--- src/rtl/hazard_scoreboard_if.sv ---
// Hazard unit bus: pipeline-stage indices and controls in, forwarding and
// stall/flush controls plus multi-cycle unit status out.
interface hazard_scoreboard_if #(
  parameter int REG_W = 4
);
  // Decode stage
  logic [REG_W-1:0] Ra1D, Ra2D, WA3D;
  logic             Use1D, Use2D, RegWriteD, McStartD;
  // Execute stage
  logic [REG_W-1:0] Ra1E, Ra2E, WA3E;
  logic             RegWriteE, MemtoRegE, McStartE;
  // Memory / writeback stages
  logic [REG_W-1:0] WA3M, WA3W;
  logic             RegWriteM, RegWriteW;
  // PC-write hazard sources
  logic             PCSrcD, PCSrcE, PCSrcM, PCSrcW, BranchTakenE;
  // Hazard unit outputs
  logic [1:0]       ForwardAE, ForwardBE;
  logic             StallF, StallD, FlushD, FlushE;
  logic             McWriteW;
  logic [REG_W-1:0] McWA3W;
  logic             McBusy;

  // Pipeline side: drives stage information, consumes hazard controls
  modport master (
    output Ra1D, Ra2D, WA3D, Use1D, Use2D, RegWriteD, McStartD,
    output Ra1E, Ra2E, WA3E, RegWriteE, MemtoRegE, McStartE,
    output WA3M, WA3W, RegWriteM, RegWriteW,
    output PCSrcD, PCSrcE, PCSrcM, PCSrcW, BranchTakenE,
    input  ForwardAE, ForwardBE, StallF, StallD, FlushD, FlushE,
    input  McWriteW, McWA3W, McBusy
  );

  // Hazard unit side
  modport slave (
    input  Ra1D, Ra2D, WA3D, Use1D, Use2D, RegWriteD, McStartD,
    input  Ra1E, Ra2E, WA3E, RegWriteE, MemtoRegE, McStartE,
    input  WA3M, WA3W, RegWriteM, RegWriteW,
    input  PCSrcD, PCSrcE, PCSrcM, PCSrcW, BranchTakenE,
    output ForwardAE, ForwardBE, StallF, StallD, FlushD, FlushE,
    output McWriteW, McWA3W, McBusy
  );
endinterface

--- src/rtl/hazard_scoreboard.sv ---
// Hazard unit for the pipelined ARM core: forwarding selects, load-use and
// control-hazard stalls/flushes, plus a per-register busy scoreboard and a
// countdown sequencer for one fixed-latency multi-cycle execution unit that
// writes back through the shared register-file write port.
module hazard_scoreboard #(
  parameter int NREGS  = 16,
  parameter int MC_LAT = 4
) (
  input logic           clk,
  input logic           reset,
  hazard_scoreboard_if.slave hz
);

  localparam int         REG_W  = $clog2(NREGS);
  localparam logic [3:0] LAT_M1 = 4'(MC_LAT - 1);

  typedef enum logic [1:0] {
    S_IDLE,
    S_RUN,
    S_DONE
  } state_t;

  state_t           state, state_nx;
  logic [3:0]       count, count_nx;
  logic [REG_W-1:0] dest, dest_nx;
  logic [NREGS-1:0] busy, busy_nx;

  logic [1:0] fwd_a, fwd_b;
  logic       ld_stall, mc_stall, pc_wr_pend, stall_d;
  logic       mc_write, accept, mc_busy;

  // RegWriteE carries no hazard information beyond WA3E/McStartE here
  logic unused_inputs;
  assign unused_inputs = hz.RegWriteE;

  // Forwarding selects: memory stage has priority over writeback
  always_comb begin
    fwd_a = 2'b00;
    fwd_b = 2'b00;
    if (hz.RegWriteM && (hz.Ra1E == hz.WA3M))      fwd_a = 2'b10;
    else if (hz.RegWriteW && (hz.Ra1E == hz.WA3W)) fwd_a = 2'b01;
    if (hz.RegWriteM && (hz.Ra2E == hz.WA3M))      fwd_b = 2'b10;
    else if (hz.RegWriteW && (hz.Ra2E == hz.WA3W)) fwd_b = 2'b01;
  end

  // Stall sources: load-use, scoreboard RAW/WAW, in-flight issue, PC writes
  always_comb begin
    ld_stall = hz.MemtoRegE &
               ((hz.Use1D & (hz.Ra1D == hz.WA3E)) |
                (hz.Use2D & (hz.Ra2D == hz.WA3E)));
    mc_stall = (hz.Use1D & busy[hz.Ra1D]) |
               (hz.Use2D & busy[hz.Ra2D]) |
               (hz.RegWriteD & busy[hz.WA3D]) |
               (hz.McStartE & ((hz.Use1D & (hz.Ra1D == hz.WA3E)) |
                               (hz.Use2D & (hz.Ra2D == hz.WA3E)) |
                               (hz.RegWriteD & (hz.WA3D == hz.WA3E)))) |
               (hz.McStartD & (mc_busy | hz.McStartE));
    pc_wr_pend = hz.PCSrcD | hz.PCSrcE | hz.PCSrcM;
    stall_d    = ld_stall | mc_stall;
  end

  assign mc_busy  = (state != S_IDLE);
  // The pipeline writer always owns the write port; the unit waits for a gap
  assign mc_write = (state == S_DONE) & ~hz.RegWriteW;
  // A new op is taken when idle, or on the edge that retires the current one
  assign accept   = hz.McStartE & ((state == S_IDLE) | mc_write);

  // Sequencer and scoreboard next-state
  always_comb begin
    state_nx = state;
    count_nx = count;
    dest_nx  = dest;
    busy_nx  = busy;
    case (state)
      S_RUN: begin
        count_nx = count - 4'd1;
        if (count == 4'd1) state_nx = S_DONE;
      end
      S_DONE: begin
        if (mc_write) begin
          busy_nx[dest] = 1'b0;
          state_nx      = S_IDLE;
          count_nx      = '0;
          dest_nx       = '0;
        end
      end
      default: ;
    endcase
    // Retire-then-issue on the same edge: the new destination's set wins
    if (accept) begin
      busy_nx[hz.WA3E] = 1'b1;
      dest_nx          = hz.WA3E;
      count_nx         = LAT_M1;
      state_nx         = (MC_LAT == 1) ? S_DONE : S_RUN;
    end
  end

  // State register; reset abandons any pending op without writing back
  always_ff @(posedge clk or negedge reset) begin
    if (!reset) begin
      state <= S_IDLE;
      count <= '0;
      dest  <= '0;
      busy  <= '0;
    end else begin
      state <= state_nx;
      count <= count_nx;
      dest  <= dest_nx;
      busy  <= busy_nx;
    end
  end

  assign hz.ForwardAE = fwd_a;
  assign hz.ForwardBE = fwd_b;
  assign hz.StallD    = stall_d;
  assign hz.StallF    = stall_d | pc_wr_pend;
  assign hz.FlushE    = stall_d | hz.BranchTakenE;
  assign hz.FlushD    = pc_wr_pend | hz.PCSrcW | hz.BranchTakenE;
  assign hz.McWriteW  = mc_write;
  assign hz.McWA3W    = dest;
  assign hz.McBusy    = mc_busy;

endmodule

--- src/flat_wrapper.sv ---
// flat-port wrapper written by rule: the top's interface ports become plain ports
module hazard_scoreboard_flat 
#(
  parameter int NREGS  = 16,
  parameter int MC_LAT = 4
)
  (clk, reset, hz_Ra1D, hz_Ra2D, hz_WA3D, hz_Use1D, hz_Use2D, hz_RegWriteD, hz_McStartD, hz_Ra1E, hz_Ra2E, hz_WA3E, hz_RegWriteE, hz_MemtoRegE, hz_McStartE, hz_WA3M, hz_WA3W, hz_RegWriteM, hz_RegWriteW, hz_PCSrcD, hz_PCSrcE, hz_PCSrcM, hz_PCSrcW, hz_BranchTakenE, hz_ForwardAE, hz_ForwardBE, hz_StallF, hz_StallD, hz_FlushD, hz_FlushE, hz_McWriteW, hz_McWA3W, hz_McBusy);
  hazard_scoreboard_if #(.REG_W(4)) hz_i ();
  input logic clk;
  input logic reset;
  input wire logic [$bits(hz_i.Ra1D)-1:0] hz_Ra1D;
  input wire logic [$bits(hz_i.Ra2D)-1:0] hz_Ra2D;
  input wire logic [$bits(hz_i.WA3D)-1:0] hz_WA3D;
  input wire logic [$bits(hz_i.Use1D)-1:0] hz_Use1D;
  input wire logic [$bits(hz_i.Use2D)-1:0] hz_Use2D;
  input wire logic [$bits(hz_i.RegWriteD)-1:0] hz_RegWriteD;
  input wire logic [$bits(hz_i.McStartD)-1:0] hz_McStartD;
  input wire logic [$bits(hz_i.Ra1E)-1:0] hz_Ra1E;
  input wire logic [$bits(hz_i.Ra2E)-1:0] hz_Ra2E;
  input wire logic [$bits(hz_i.WA3E)-1:0] hz_WA3E;
  input wire logic [$bits(hz_i.RegWriteE)-1:0] hz_RegWriteE;
  input wire logic [$bits(hz_i.MemtoRegE)-1:0] hz_MemtoRegE;
  input wire logic [$bits(hz_i.McStartE)-1:0] hz_McStartE;
  input wire logic [$bits(hz_i.WA3M)-1:0] hz_WA3M;
  input wire logic [$bits(hz_i.WA3W)-1:0] hz_WA3W;
  input wire logic [$bits(hz_i.RegWriteM)-1:0] hz_RegWriteM;
  input wire logic [$bits(hz_i.RegWriteW)-1:0] hz_RegWriteW;
  input wire logic [$bits(hz_i.PCSrcD)-1:0] hz_PCSrcD;
  input wire logic [$bits(hz_i.PCSrcE)-1:0] hz_PCSrcE;
  input wire logic [$bits(hz_i.PCSrcM)-1:0] hz_PCSrcM;
  input wire logic [$bits(hz_i.PCSrcW)-1:0] hz_PCSrcW;
  input wire logic [$bits(hz_i.BranchTakenE)-1:0] hz_BranchTakenE;
  output wire logic [$bits(hz_i.ForwardAE)-1:0] hz_ForwardAE;
  output wire logic [$bits(hz_i.ForwardBE)-1:0] hz_ForwardBE;
  output wire logic [$bits(hz_i.StallF)-1:0] hz_StallF;
  output wire logic [$bits(hz_i.StallD)-1:0] hz_StallD;
  output wire logic [$bits(hz_i.FlushD)-1:0] hz_FlushD;
  output wire logic [$bits(hz_i.FlushE)-1:0] hz_FlushE;
  output wire logic [$bits(hz_i.McWriteW)-1:0] hz_McWriteW;
  output wire logic [$bits(hz_i.McWA3W)-1:0] hz_McWA3W;
  output wire logic [$bits(hz_i.McBusy)-1:0] hz_McBusy;
  assign hz_i.Ra1D = hz_Ra1D;
  assign hz_i.Ra2D = hz_Ra2D;
  assign hz_i.WA3D = hz_WA3D;
  assign hz_i.Use1D = hz_Use1D;
  assign hz_i.Use2D = hz_Use2D;
  assign hz_i.RegWriteD = hz_RegWriteD;
  assign hz_i.McStartD = hz_McStartD;
  assign hz_i.Ra1E = hz_Ra1E;
  assign hz_i.Ra2E = hz_Ra2E;
  assign hz_i.WA3E = hz_WA3E;
  assign hz_i.RegWriteE = hz_RegWriteE;
  assign hz_i.MemtoRegE = hz_MemtoRegE;
  assign hz_i.McStartE = hz_McStartE;
  assign hz_i.WA3M = hz_WA3M;
  assign hz_i.WA3W = hz_WA3W;
  assign hz_i.RegWriteM = hz_RegWriteM;
  assign hz_i.RegWriteW = hz_RegWriteW;
  assign hz_i.PCSrcD = hz_PCSrcD;
  assign hz_i.PCSrcE = hz_PCSrcE;
  assign hz_i.PCSrcM = hz_PCSrcM;
  assign hz_i.PCSrcW = hz_PCSrcW;
  assign hz_i.BranchTakenE = hz_BranchTakenE;
  assign hz_ForwardAE = hz_i.ForwardAE;
  assign hz_ForwardBE = hz_i.ForwardBE;
  assign hz_StallF = hz_i.StallF;
  assign hz_StallD = hz_i.StallD;
  assign hz_FlushD = hz_i.FlushD;
  assign hz_FlushE = hz_i.FlushE;
  assign hz_McWriteW = hz_i.McWriteW;
  assign hz_McWA3W = hz_i.McWA3W;
  assign hz_McBusy = hz_i.McBusy;
  hazard_scoreboard #(.NREGS(NREGS), .MC_LAT(MC_LAT)) u_core (.clk(clk), .reset(reset), .hz(hz_i));
endmodule
--- config.mk ---
export PLATFORM = sky130hd
export DESIGN_NAME = hazard_scoreboard_flat
export DESIGN_NICKNAME = d
export VERILOG_FILES = /design/src/rtl/hazard_scoreboard_if.sv /design/src/rtl/hazard_scoreboard.sv /design/src/flat_wrapper.sv
export SDC_FILE = /design/constraint.sdc
export NUM_CORES = 1
export LEC_CHECK = 0
export ABC_AREA = 1
export ABC_CLOCK_PERIOD_IN_PS = 2500
export BUFFER_PORTS_ARGS = -buffer_cell sky130_fd_sc_hd__buf_4
export CAP_MARGIN = 0
export CORE_AREA = 2 2 70 65
export CTS_CLUSTER_DIAMETER = 80
export DETAILED_ROUTE_END_ITERATION = 12
export DIE_AREA = 0 0 72 67
export PLACE_DENSITY = 0.82
export REMOVE_ABC_BUFFERS = 1
export SETUP_SLACK_MARGIN = 0.3
export SLEW_MARGIN = 20
export SYNTH_ARGS = -nofsm -noshare
export SYNTH_HDL_FRONTEND = slang
export SYNTH_SLANG_ARGS = --single-unit
export TNS_END_PERCENT = 100
--- constraint.sdc ---
create_clock -name clk -period 2.5 [get_ports clk]
set_clock_uncertainty 0.15 [all_clocks]
set_input_delay 0.125 -clock clk [delete_from_list [all_inputs] [get_ports clk]]
set_output_delay 0.125 -clock clk [all_outputs]
set_load 0.03 [all_outputs]
==> run metrics <==
WL/cell=13.0 µm; Final Hold Vio Count=0; Starting Density=0.540; leading area contributor after synthesis=dfrtp_1; fin nets=approximately 460; met2 Resource Use GR=0.472; Setup Viol. Count Final=0; Max Slew Vio Count=0; drt initial violations=197; pwr/cell area=832 nW/µm²; GR Util met3=0.0499; Die Width=72 µm; Max H-tree Level=1; port bufs=60; Yosys reg bits=26; Worst Setup Start Kind=flop; FFs w/ async S/R, synth=1.00; IO Pins=62; worst min path class=in2reg; CTS buffer count=3; period utilisation layout=0.756; total of max-cap violations=0; final wirelength=5.96 mm; hold_sp=hz_RegWriteW; DRC=0; Hold Path Stages=3; drt first pass iters=5; Max Fclk=0.529 GHz; R2R cell count=9; Clk Tree Root Cell=clkbuf_8; Yosys cell types=31; first-pass GRT wire length=a little over 10 mm; critical path class=reg2out; Ant. Diodes=0; Gate Count Post-Synth=350; Core Area=just over 4000 µm²; TritonCTS clock tree=yes; Worst EP required=2.23 ns; Synth top area share=0.298; Tmin final=1.89 ns; Die Area=~4800 µm²; Worst-Skew Late Latency=0.27 ns; DR vias/cell=5.57; largest net degree at the start of global routing=27; GP Congestion=0.913; gr busiest metal=met2; dpl hpwl=~4.8 mm; area grow syn2layout=25.4%; Worst Tran Pin Value=0.329 ns; register area=~650 µm²; worst r2r dst=u_core.busy[14]; Seq/Total Area, Yosys=0.298; area of the mapped netlist=2180 µm²; antenna violations before repair=0; total negative slack=0 ns; Max clock buf depth=2; Critical R2R Launch=u_core.state[0]; Post-DRT Antenna Nets=0; Ys Warns=0; synth top area cells=dfrtp_1 30%, nand2_1 17%, nand3_1 11%; CP Capture Type=primary output; Vias=2556; RSZ-0062 raised after global routing=no; filler cell count=about 380; R2R Setup Slk=0.85 ns; Syn Area/Cell=6.24 µm²; critical-path maximum fanout=3; VDD IR max=between 0.7 and 0.8 mV; total global routing overflow=0; Main synth FF type=dfrtp_1; total track usage=0.264; hold endpoint=u_core.state[1]; layout cells sized above 1=0.202; static leakage=1.47 nW; Setup Buffers After CTS=0; power consumption=2.28 mW; Max-slew headroom=0.780; status=completed; Setup crit start=u_core.busy[15]; Multi-input gate area=1280 µm²; CP arrival=1.61 ns; CTS sink count=26; vias in the first global route=around 2400; Chip Height=67 µm; # rows=22; number of synthesized flops with an enable pin=0; CTS clk-pin slew, worst paths=0.09 ns; M1 GR Usage=0.325
worst max path at each step:
stage	end	slack, ns	cells after the start
2_1_floorplan	hz_ForwardAE[0]	0.81	8
3_3_place_gp	hz_FlushE	0.92	10
3_5_place_dp	u_core.busy[14]	0.89	9
4_1_cts	hz_StallF	0.61	9
5_1_grt	hz_FlushE	0.44	11
6_report	hz_StallF	0.61	9
critical path: stages, from the launching register on:
cell and delay [ns]:
dfrtp_1 0.39, inv_1 0.10, nand2_1 0.07, nand3_1 0.08
nand3_1 0.07, nand3_1 0.09, nand2_1 0.09, a21oi_2 0.18
nand3_1 0.09, buf_4 0.17
cell usage in the layout (no fill, tap or decap), drive strengths merged, types with 2 or more instances in the layout:
| cell type | netlist | routed |
|---|---|---|
| a21boi | 2 | 2 |
| a21oi | 8 | 8 |
| buf | 4 | 60 |
| clkbuf | 0 | 4 |
| dfrtp | 26 | 26 |
| ha | 2 | 2 |
| inv | 60 | 60 |
| nand2 | 104 | 104 |
| nand3 | 50 | 50 |
| nand4 | 2 | 2 |
| nor2 | 23 | 23 |
| nor3 | 5 | 5 |
| o2111ai | 2 | 2 |
| o21ai | 37 | 37 |
| o22ai | 10 | 10 |
| xnor2 | 8 | 8 |
routing by layer:
layer | part of all wire | up-vias
li1 | - | 1256
met1 | 0.43 | 1163
met2 | 0.48 | 129
met3 | 0.083 | 8
met4 | 0.011 | 0
met5 | 0 | -
synthesized netlist by cell type, types with 4 or more instances:
master and n:
a21oi_1 7, buf_2 4, dfrtp_1 26, inv_1 53, inv_2 6, nand2_1 101, nand3_1 46, nand3_2 4
nor2_1 21, nor3_1 5, o21ai_0 20, o21ai_1 17, o22ai_1 10, xnor2_1 8
what timing repair did:
action / 4_1_cts / 5_1_grt
hold buffers: 1 / 0
gates resized for setup: 0 / 0
hold endpoints to repair: 26 / 0
logic make-up (layout without fill, tap and decap cells):
group	count (synthesis)	in the layout	share of synthesized area
AND/OR/NAND/NOR	186	186	0.380
buffers and inverters	65	126	0.116
AO/OA/AOI/OAI	62	62	0.159
flip-flops	26	26	0.298
XOR/XNOR	9	9	0.0361
adder cells (fa/ha/maj)	2	2	0.0115
sequential cells by signal, summed over array words and instances, names as in the netlist:
signal,flops
u_core.hz.McWA3W,4
u_core.busy,16
u_core.state,2
u_core.count,4
report_power, final:
group          internal (mW)  total (mW)  switching, mW
logic                  0.443        1.24          0.798
registers              0.625       0.769          0.144
clock network          0.141       0.269          0.128
metrics by stage:
step / instance area, µm² / instances / hold slack [ns] / worst slack, ns / utilization
global placement: 2670 / 454 / -0.108 / 0.921 / 0.661
CTS: 2740 / 459 / 0.0448 / 0.614 / 0.677
global route: 2740 / 459 / 0.0602 / 0.435 / 0.677
detailed placement: 2670 / 454 / -0.0984 / 0.893 / 0.661
finish: 2740 / 459 / 0.0414 / 0.610 / 0.677
floorplan: 2160 / 346 / -0.321 / 0.810 / -
cell type report:
cell class / instances / share of cell area
sequential: 26 / 0.238
clock buffer: 4 / 0.0201
inverter: 61 / 0.0850
tap: 48 / 0.0219
multi-input combinational: 259 / 0.467
timing repair buffer: 61 / 0.168
No activity file was read; power rests on OpenSTA's default activity.
